## config.mk

```make
export PLATFORM = sky130hd
export DESIGN_NAME = demux_3bit_1to5_reg
export DESIGN_NICKNAME = d
export VERILOG_FILES = /design/src/rtl/demux_3bit_1to5_reg_pkg.sv /design/src/rtl/demux_3bit_1to5_reg_dest_decoder.sv /design/src/rtl/demux_3bit_1to5_reg.sv
export SDC_FILE = /design/constraint.sdc
export NUM_CORES = 1
export LEC_CHECK = 0
export BUFFER_PORTS_ARGS = -buffer_cell sky130_fd_sc_hd__buf_2
export CORE_ASPECT_RATIO = 0.7
export CORE_MARGIN = 10
export CORE_UTILIZATION = 37
export DETAILED_ROUTE_END_ITERATION = 12
export GPL_ROUTABILITY_DRIVEN = 0
export SLEW_MARGIN = 30
export SYNTH_ARGS = -nofsm -noshare
export SYNTH_HDL_FRONTEND = slang
export SYNTH_SLANG_ARGS = --single-unit
```

## constraint.sdc

```tcl
create_clock -name CLK -period 1.3 [get_ports CLK]
set_input_delay 0.26 -clock CLK [delete_from_list [all_inputs] [get_ports CLK]]
set_output_delay 0.26 -clock CLK [all_outputs]
set_load 0.005 [all_outputs]
```

## src/rtl/demux_3bit_1to5_reg_pkg.sv

```systemverilog
// demux_pkg: shared constants and helpers for the registered 3-bit 1-to-5 demux.
// Lane count, lane width, round-robin pointer limit and the all-lanes-valid mask.
package demux_pkg;

  localparam int          NUM_LANES = 5;
  localparam int          LANE_W    = 3;
  localparam logic [2:0]  PTR_MAX   = 3'd4;
  localparam logic [4:0]  ALL_VALID = 5'b11111;

  // Round-robin successor: 0->1->2->3->4->0
  function automatic logic [2:0] next_ptr(input logic [2:0] p);
    return (p >= PTR_MAX) ? 3'd0 : p + 3'd1;
  endfunction

endpackage

```

## src/rtl/demux_3bit_1to5_reg_dest_decoder.sv

```systemverilog
// dest_decoder: combinational 3-bit lane index to 5-bit one-hot lane enable.
// Indices 5..7 produce no enable and raise the invalid flag.
module dest_decoder
  import demux_pkg::*;
(
  input  logic [2:0]           idx,
  output logic [NUM_LANES-1:0] en,
  output logic                 invalid
);

  // Decode index to one-hot enable; flag out-of-range indices
  always_comb begin
    en      = '0;
    invalid = 1'b0;
    case (idx)
      3'd0:    en = 5'b00001;
      3'd1:    en = 5'b00010;
      3'd2:    en = 5'b00100;
      3'd3:    en = 5'b01000;
      3'd4:    en = 5'b10000;
      default: invalid = 1'b1;
    endcase
  end

endmodule

```

## src/rtl/demux_3bit_1to5_reg.sv

```systemverilog
// demux_3bit_1to5_reg: registered 1-to-5 demultiplexer for 3-bit data.
// A write loads one of five held lane registers and sets its valid flag;
// DONE pulses when all five lanes become valid, ERR pulses on a bad select.
// Optional round-robin destination mode is compiled in with DEMUX_AUTO_EN.
module demux_3bit_1to5_reg
  import demux_pkg::*;
#(
  parameter int W = LANE_W
) (
  input  logic                 CLK,
  input  logic                 RST,
  input  logic [W-1:0]         I,
  input  logic [2:0]           S,
  input  logic                 WE,
  input  logic                 CLR,
`ifdef DEMUX_AUTO_EN
  input  logic                 AUTO,
`endif
  output logic [W-1:0]         O0,
  output logic [W-1:0]         O1,
  output logic [W-1:0]         O2,
  output logic [W-1:0]         O3,
  output logic [W-1:0]         O4,
  output logic [NUM_LANES-1:0] V,
  output logic                 DONE,
  output logic                 ERR
);

  logic [2:0]           dest;
  logic [NUM_LANES-1:0] lane_en;
  logic                 dest_bad;
  logic [NUM_LANES-1:0] wr_en;
  logic [NUM_LANES-1:0] v_next;
  logic [W-1:0]         lane [NUM_LANES];

`ifdef DEMUX_AUTO_EN
  logic [2:0]           ptr;

  // Destination comes from the round-robin pointer in AUTO, else from S
  always_comb begin
    dest = AUTO ? ptr : S;
  end

  // Pointer advances only on AUTO writes; CLR without such a write rewinds it
  always_ff @(posedge CLK or posedge RST) begin
    if (RST)
      ptr <= 3'd0;
    else if (WE && AUTO)
      ptr <= next_ptr(ptr);
    else if (CLR)
      ptr <= 3'd0;
  end
`else
  // Destination is always the manual select
  always_comb begin
    dest = S;
  end
`endif

  dest_decoder u_dest_decoder (
    .idx     (dest),
    .en      (lane_en),
    .invalid (dest_bad)
  );

  assign wr_en = {NUM_LANES{WE}} & lane_en;

  // Next valid mask: CLR leaves only the lane written this cycle (if any)
  always_comb begin
    v_next = V | wr_en;
    if (CLR)
      v_next = wr_en;
  end

  // --- write stage: lane registers load on their enable, others hold ---
  always_ff @(posedge CLK or posedge RST) begin
    if (RST) begin
      for (int k = 0; k < NUM_LANES; k++)
        lane[k] <= '0;
    end else begin
      for (int k = 0; k < NUM_LANES; k++)
        if (wr_en[k])
          lane[k] <= I;
    end
  end

  // Valid flags plus registered DONE (rising into all-valid) and ERR pulses
  always_ff @(posedge CLK or posedge RST) begin
    if (RST) begin
      V    <= '0;
      DONE <= 1'b0;
      ERR  <= 1'b0;
    end else begin
      V    <= v_next;
      DONE <= (v_next == ALL_VALID) && (V != ALL_VALID) && !CLR;
      ERR  <= WE && dest_bad;
    end
  end

  assign O0 = lane[0];
  assign O1 = lane[1];
  assign O2 = lane[2];
  assign O3 = lane[3];
  assign O4 = lane[4];

endmodule

```

# Word level (Yosys, flattened, before mapping)
# Cells that the tools add are included.
# word_totals
regBits	22
in_bits	10
output_inout_bits	22
word_cells	25
# op_classes
n_eq_ne	6
n_mux	3
bitwise	2
reduce_logical	6
# ops
op	count
case mux 5 bit (5 select lines)	1
== test 3 x 2 -> 1 bit, second input constant	2
AND 5 bit	1
== test 5 bit, second input constant	1
two-way mux 5 bit	1
inequality test 5 bit, second input constant	1
bitwise OR 5 bit	1
OR reduction 5 bit	1
== test 3 x 1 -> 1 bit, second input constant	1
== test 3 bit, second input constant	1
logical AND 1 bit	3
logical NOT 3 bit	1
logical NOT 1 bit	1
two-way mux 1 bit	1

# Depth between registers and ports, before layout
# logic_depth
ltp_word	8
mapped_depth	3
ltp_nobuf	3

# Cells and area by module
# Synthesis repeated with hierarchy kept, for this count alone.
# unflattened
cells_unflattened	72
hier_area_um2	897.1
# modules_own_cells
module	n_inst	cells_each	area_per_inst_um2	seq_area_each_um2
demux_3bit_1to5_reg	1	66	852.1	550.5
dest_decoder	1	6	45.0	0.0

# Least setup slack after synthesis
# OpenSTA, ideal clock, no wires.
# synth_path
path_kind	in2reg
start	input S[1]
end	register lane, in the netlist O0[0]
setup_ns	0.127
arrival_time_ns	1.014
required_time_ns	1.173
path_slack_ns	0.159
cell_stages	2
path_cell_list	nor4b_2 mux2_1
# synth_between
elab_chain_cells	3
elab_cells_between_ends	7
# synth_lines
item	line	rtl
from (decl)	demux_3bit_1to5_reg.sv:13	input logic [2:0] S,
== test 3 bit (tied with other cells)	demux_3bit_1to5_reg_dest_decoder.sv:15	case (idx)
case mux 5 bit (5 select lines) *	demux_3bit_1to5_reg_dest_decoder.sv:15	
AND 5 bit *	demux_3bit_1to5_reg.sv:66	assign wr_en = {NUM_LANES{WE}} & lane_en;
to (signal, indexed assignment)	demux_3bit_1to5_reg.sv:79	lane[k] <= '0;
to (signal, indexed assignment)	demux_3bit_1to5_reg.sv:83	lane[k] <= I;
to (decl)	demux_3bit_1to5_reg.sv:34	logic [W-1:0] lane [NUM_LANES];
# Mark *: on every way between the ends. The rest lies on a longest branch, timed or not.
# A chain may end at the register's enable or synchronous reset.

# Worst setup path after layout
# layout_path
start	register V[4]
end	output V[4]
# layout_rtl
item	line	rtl
from (decl)	demux_3bit_1to5_reg.sv:24	output logic [NUM_LANES-1:0] V,
from (signal assigned)	demux_3bit_1to5_reg.sv:94	V <= v_next;
# No word-level cell between the ends.

==> impl_metrics.toml <==
[run_status]
status = "completed"

[clock_network]
cts_max_path_buffers = 2
numCtsBuffers = 3
h-tree-depth = 1
cts_tree = "done"
cts-resized-gates = 0
cts_setup_buffers = 0
clock_latency_ps = 310
cts-root-buf = "clkbuf_4"
cts.clk_slew.worst_paths_ps = 130
clock-sinks = 22

[drt]
dr_total_vias = 621
totalWireLength_mm = 1.96
wl_per_cell_um = 15.3
postRouteAntennaNets = 0
drt_iter0_drc = 24
vias_per_cell = 4.85
drc = 0
drt_first_pass_iters = 2

[worst_setup_path]
rr_startpoint = "V[0]"
rr_worst_depth = 3
endpoint_kind = "output pin"
crit_chain = "buf_2"
cp_max_fo = 4
path_delay_family = "flip-flops"
cp_num_buf_inv = 1
startpoint = "V[4]"
r2r-end = "DONE"
worstSetupPathType = "register to output pin"
rrSetupSlack_ps = 160
required_ps = 1040
cp.depth = 1
start_kind = "register"
worst_path_max_delay_cell = "dfrtp_1"
crit_path_max_incr_delay_ps = 430
crit_arrival_ps = 880

[grt]
gr-usage-met2 = 0.133
gr-usage-met1 = 0.105
antenna_found_initial = 0
grt_first_pass_wirelength_mm = 3.28
grt_start_max_net_pins = 23
top_usage_layer = "met2"
grt.overflow.total = 0
grt_use_met3 = 0.0590
grt_usage = 0.0895
grt_pass1_vias = 676

[yosys]
synthSimpleGateAreaFrac = 0.112
synth.distinct_cells = 17
syn_area_per_cell_um2 = 15.8
synth_xor_area_frac = 0
syn-num-nets = 66
synth_warnings = 0
synth_compound_area_frac = 0.0596
yosysTopAreaCellShare = 0.624
ys_seq_area_frac = 0.624
synth_top_family_by_area = "multiplexers"
synth_area_leaders = "dfrtp_1 (62%), mux2_2 (13%), mux2_1 (6.4%)"
syn_inst = 56
yosys.area.top_type = "dfrtp_1"
synth_adder_area_share = 0
synth_area_um2 = 882
ys_ff_latch = 22
muxShareOfSynthArea = 0.191

[timing]
hold_viol_final = 0
rsz0062_at_grt = "no"
slew_violations = 0
tightest_slew_ps = 275
setup_viol = 0
finalCritPeriodShare = 0.875
fmax_ghz = 0.879
finalCriticalPeriod_ps = 1140
finClkSkew_ps = 0.705
relSlewSlack = 0.816
holdWs_ps = 174

[power_and_ir_drop]
total_power_mw = 1.67
ir_drop_v = 0.000652
p_per_area_nw_per_um2 = 1430
p_leak_nw = 0.623

[placed_design]
portBuffers = 31

[layout]
num_antenna_cells = 0
fin_nets = 107
drive_gt1_frac = 0.542
synthToLayoutAreaGrowth_pct = 32.6

[die]
num_io_pins = 32
dieArea_um2 = 4770
die_w_um = 78.4
start_util = 0.400
coreArea_um2 = 2210
rows = 14
chipHeight_um = 60.9

[hold_path]
min_path_cells = 2
hold_path.class = "input port to register"
hold_start = "CLR"
whs_endpoint = "V[3]"

[flow_run]
cap_viol_max_count = 0
-- repair_timing --
item                                    4_1_cts  5_1_grt
endpoints found under the setup margin        0        0
hold buffers                                  1        0
hold endpoints to repair                     22        0
-- cell families (layout without fill, tap and decap cells) --
logic type | Yosys count | count (layout)
AOI/OAI and AO/OA | 7 | 7
buffers and inverters | 3 | 43
DFF | 22 | 22
muxes | 15 | 15
and+or+nand+nor | 9 | 9
-- area by class of cell --
type,instances,area [um2]
well taps,32,40.0
inverters,3,11.3
flip-flops and latches,22,551
fillers,212,1040
multi-input cells,31,320
repair buffers,36,195
clock inverters,1,30.0
clock buffers,3,22.5
-- per-stage QoR --
stage	TNS [ps]	util	cells	worst slack (ps)	instance area (um2)
global placement	-30.0	0.502	123	-10.6	1110
floorplan	0	-	56	159	882
global route	0	0.530	128	96.4	1170
CTS	0	0.530	128	140	1170
detailed placement	-46.6	0.502	123	-22.8	1110
finish	0	0.530	128	162	1170
-- synth_stat cells, drive strengths merged --
cell type / number
dfrtp: 22
mux2: 15
a21o: 3
and4bb: 3
inv: 3
a221oi: 1
and4: 1
and4b: 1
nand4b: 1
nor2b: 1
nor4b: 1
o211a: 1
o21ai: 1
o22ai: 1
or2: 1
-- report_power, final --
part	switching (mW)	leakage, nW	internal, mW
clock network	0.211	0.0279	0.312
registers	0.0527	0.275	0.796
logic	0.127	0.321	0.173
-- how the worst max path moves through the flow --
stage / endpoint / slack [ps]
2_1_floorplan: O0[0] / 160
3_3_place_gp: O2[0] / -10
6_report: V[4] / 160
4_1_cts: V[4] / 140
5_1_grt: V[4] / 100
3_5_place_dp: O2[1] / -20
-- placed cells by master, fill, tap and decap left out, drive strengths merged, types with 3 or more instances in the layout --
| cell | instances |
|---|---|
| clkbuf | 3 |
| buf | 35 |
| mux2 | 15 |
| a21o | 3 |
| and4bb | 3 |
| dfrtp | 22 |
| inv | 3 |
-- per-layer routing --
metal  part of all wire  vias to the layer above  routed length, um
met5                  0                        -                  0
met4             0.0036                        0                  7
met3              0.094                        2                185
met2               0.43                       22                849
met1               0.47                      311                917
li1                   -                      286                  -
-- flip-flops by register name, summed over array words and instances (netlist names) --
| register | cells |
|---|---|
| O4 | 3 |
| O1 | 3 |
| DONE | 1 |
| ERR | 1 |
| V | 5 |
| O2 | 3 |
| O0 | 3 |
| O3 | 3 |
Power figures use the tool's default switching activity.
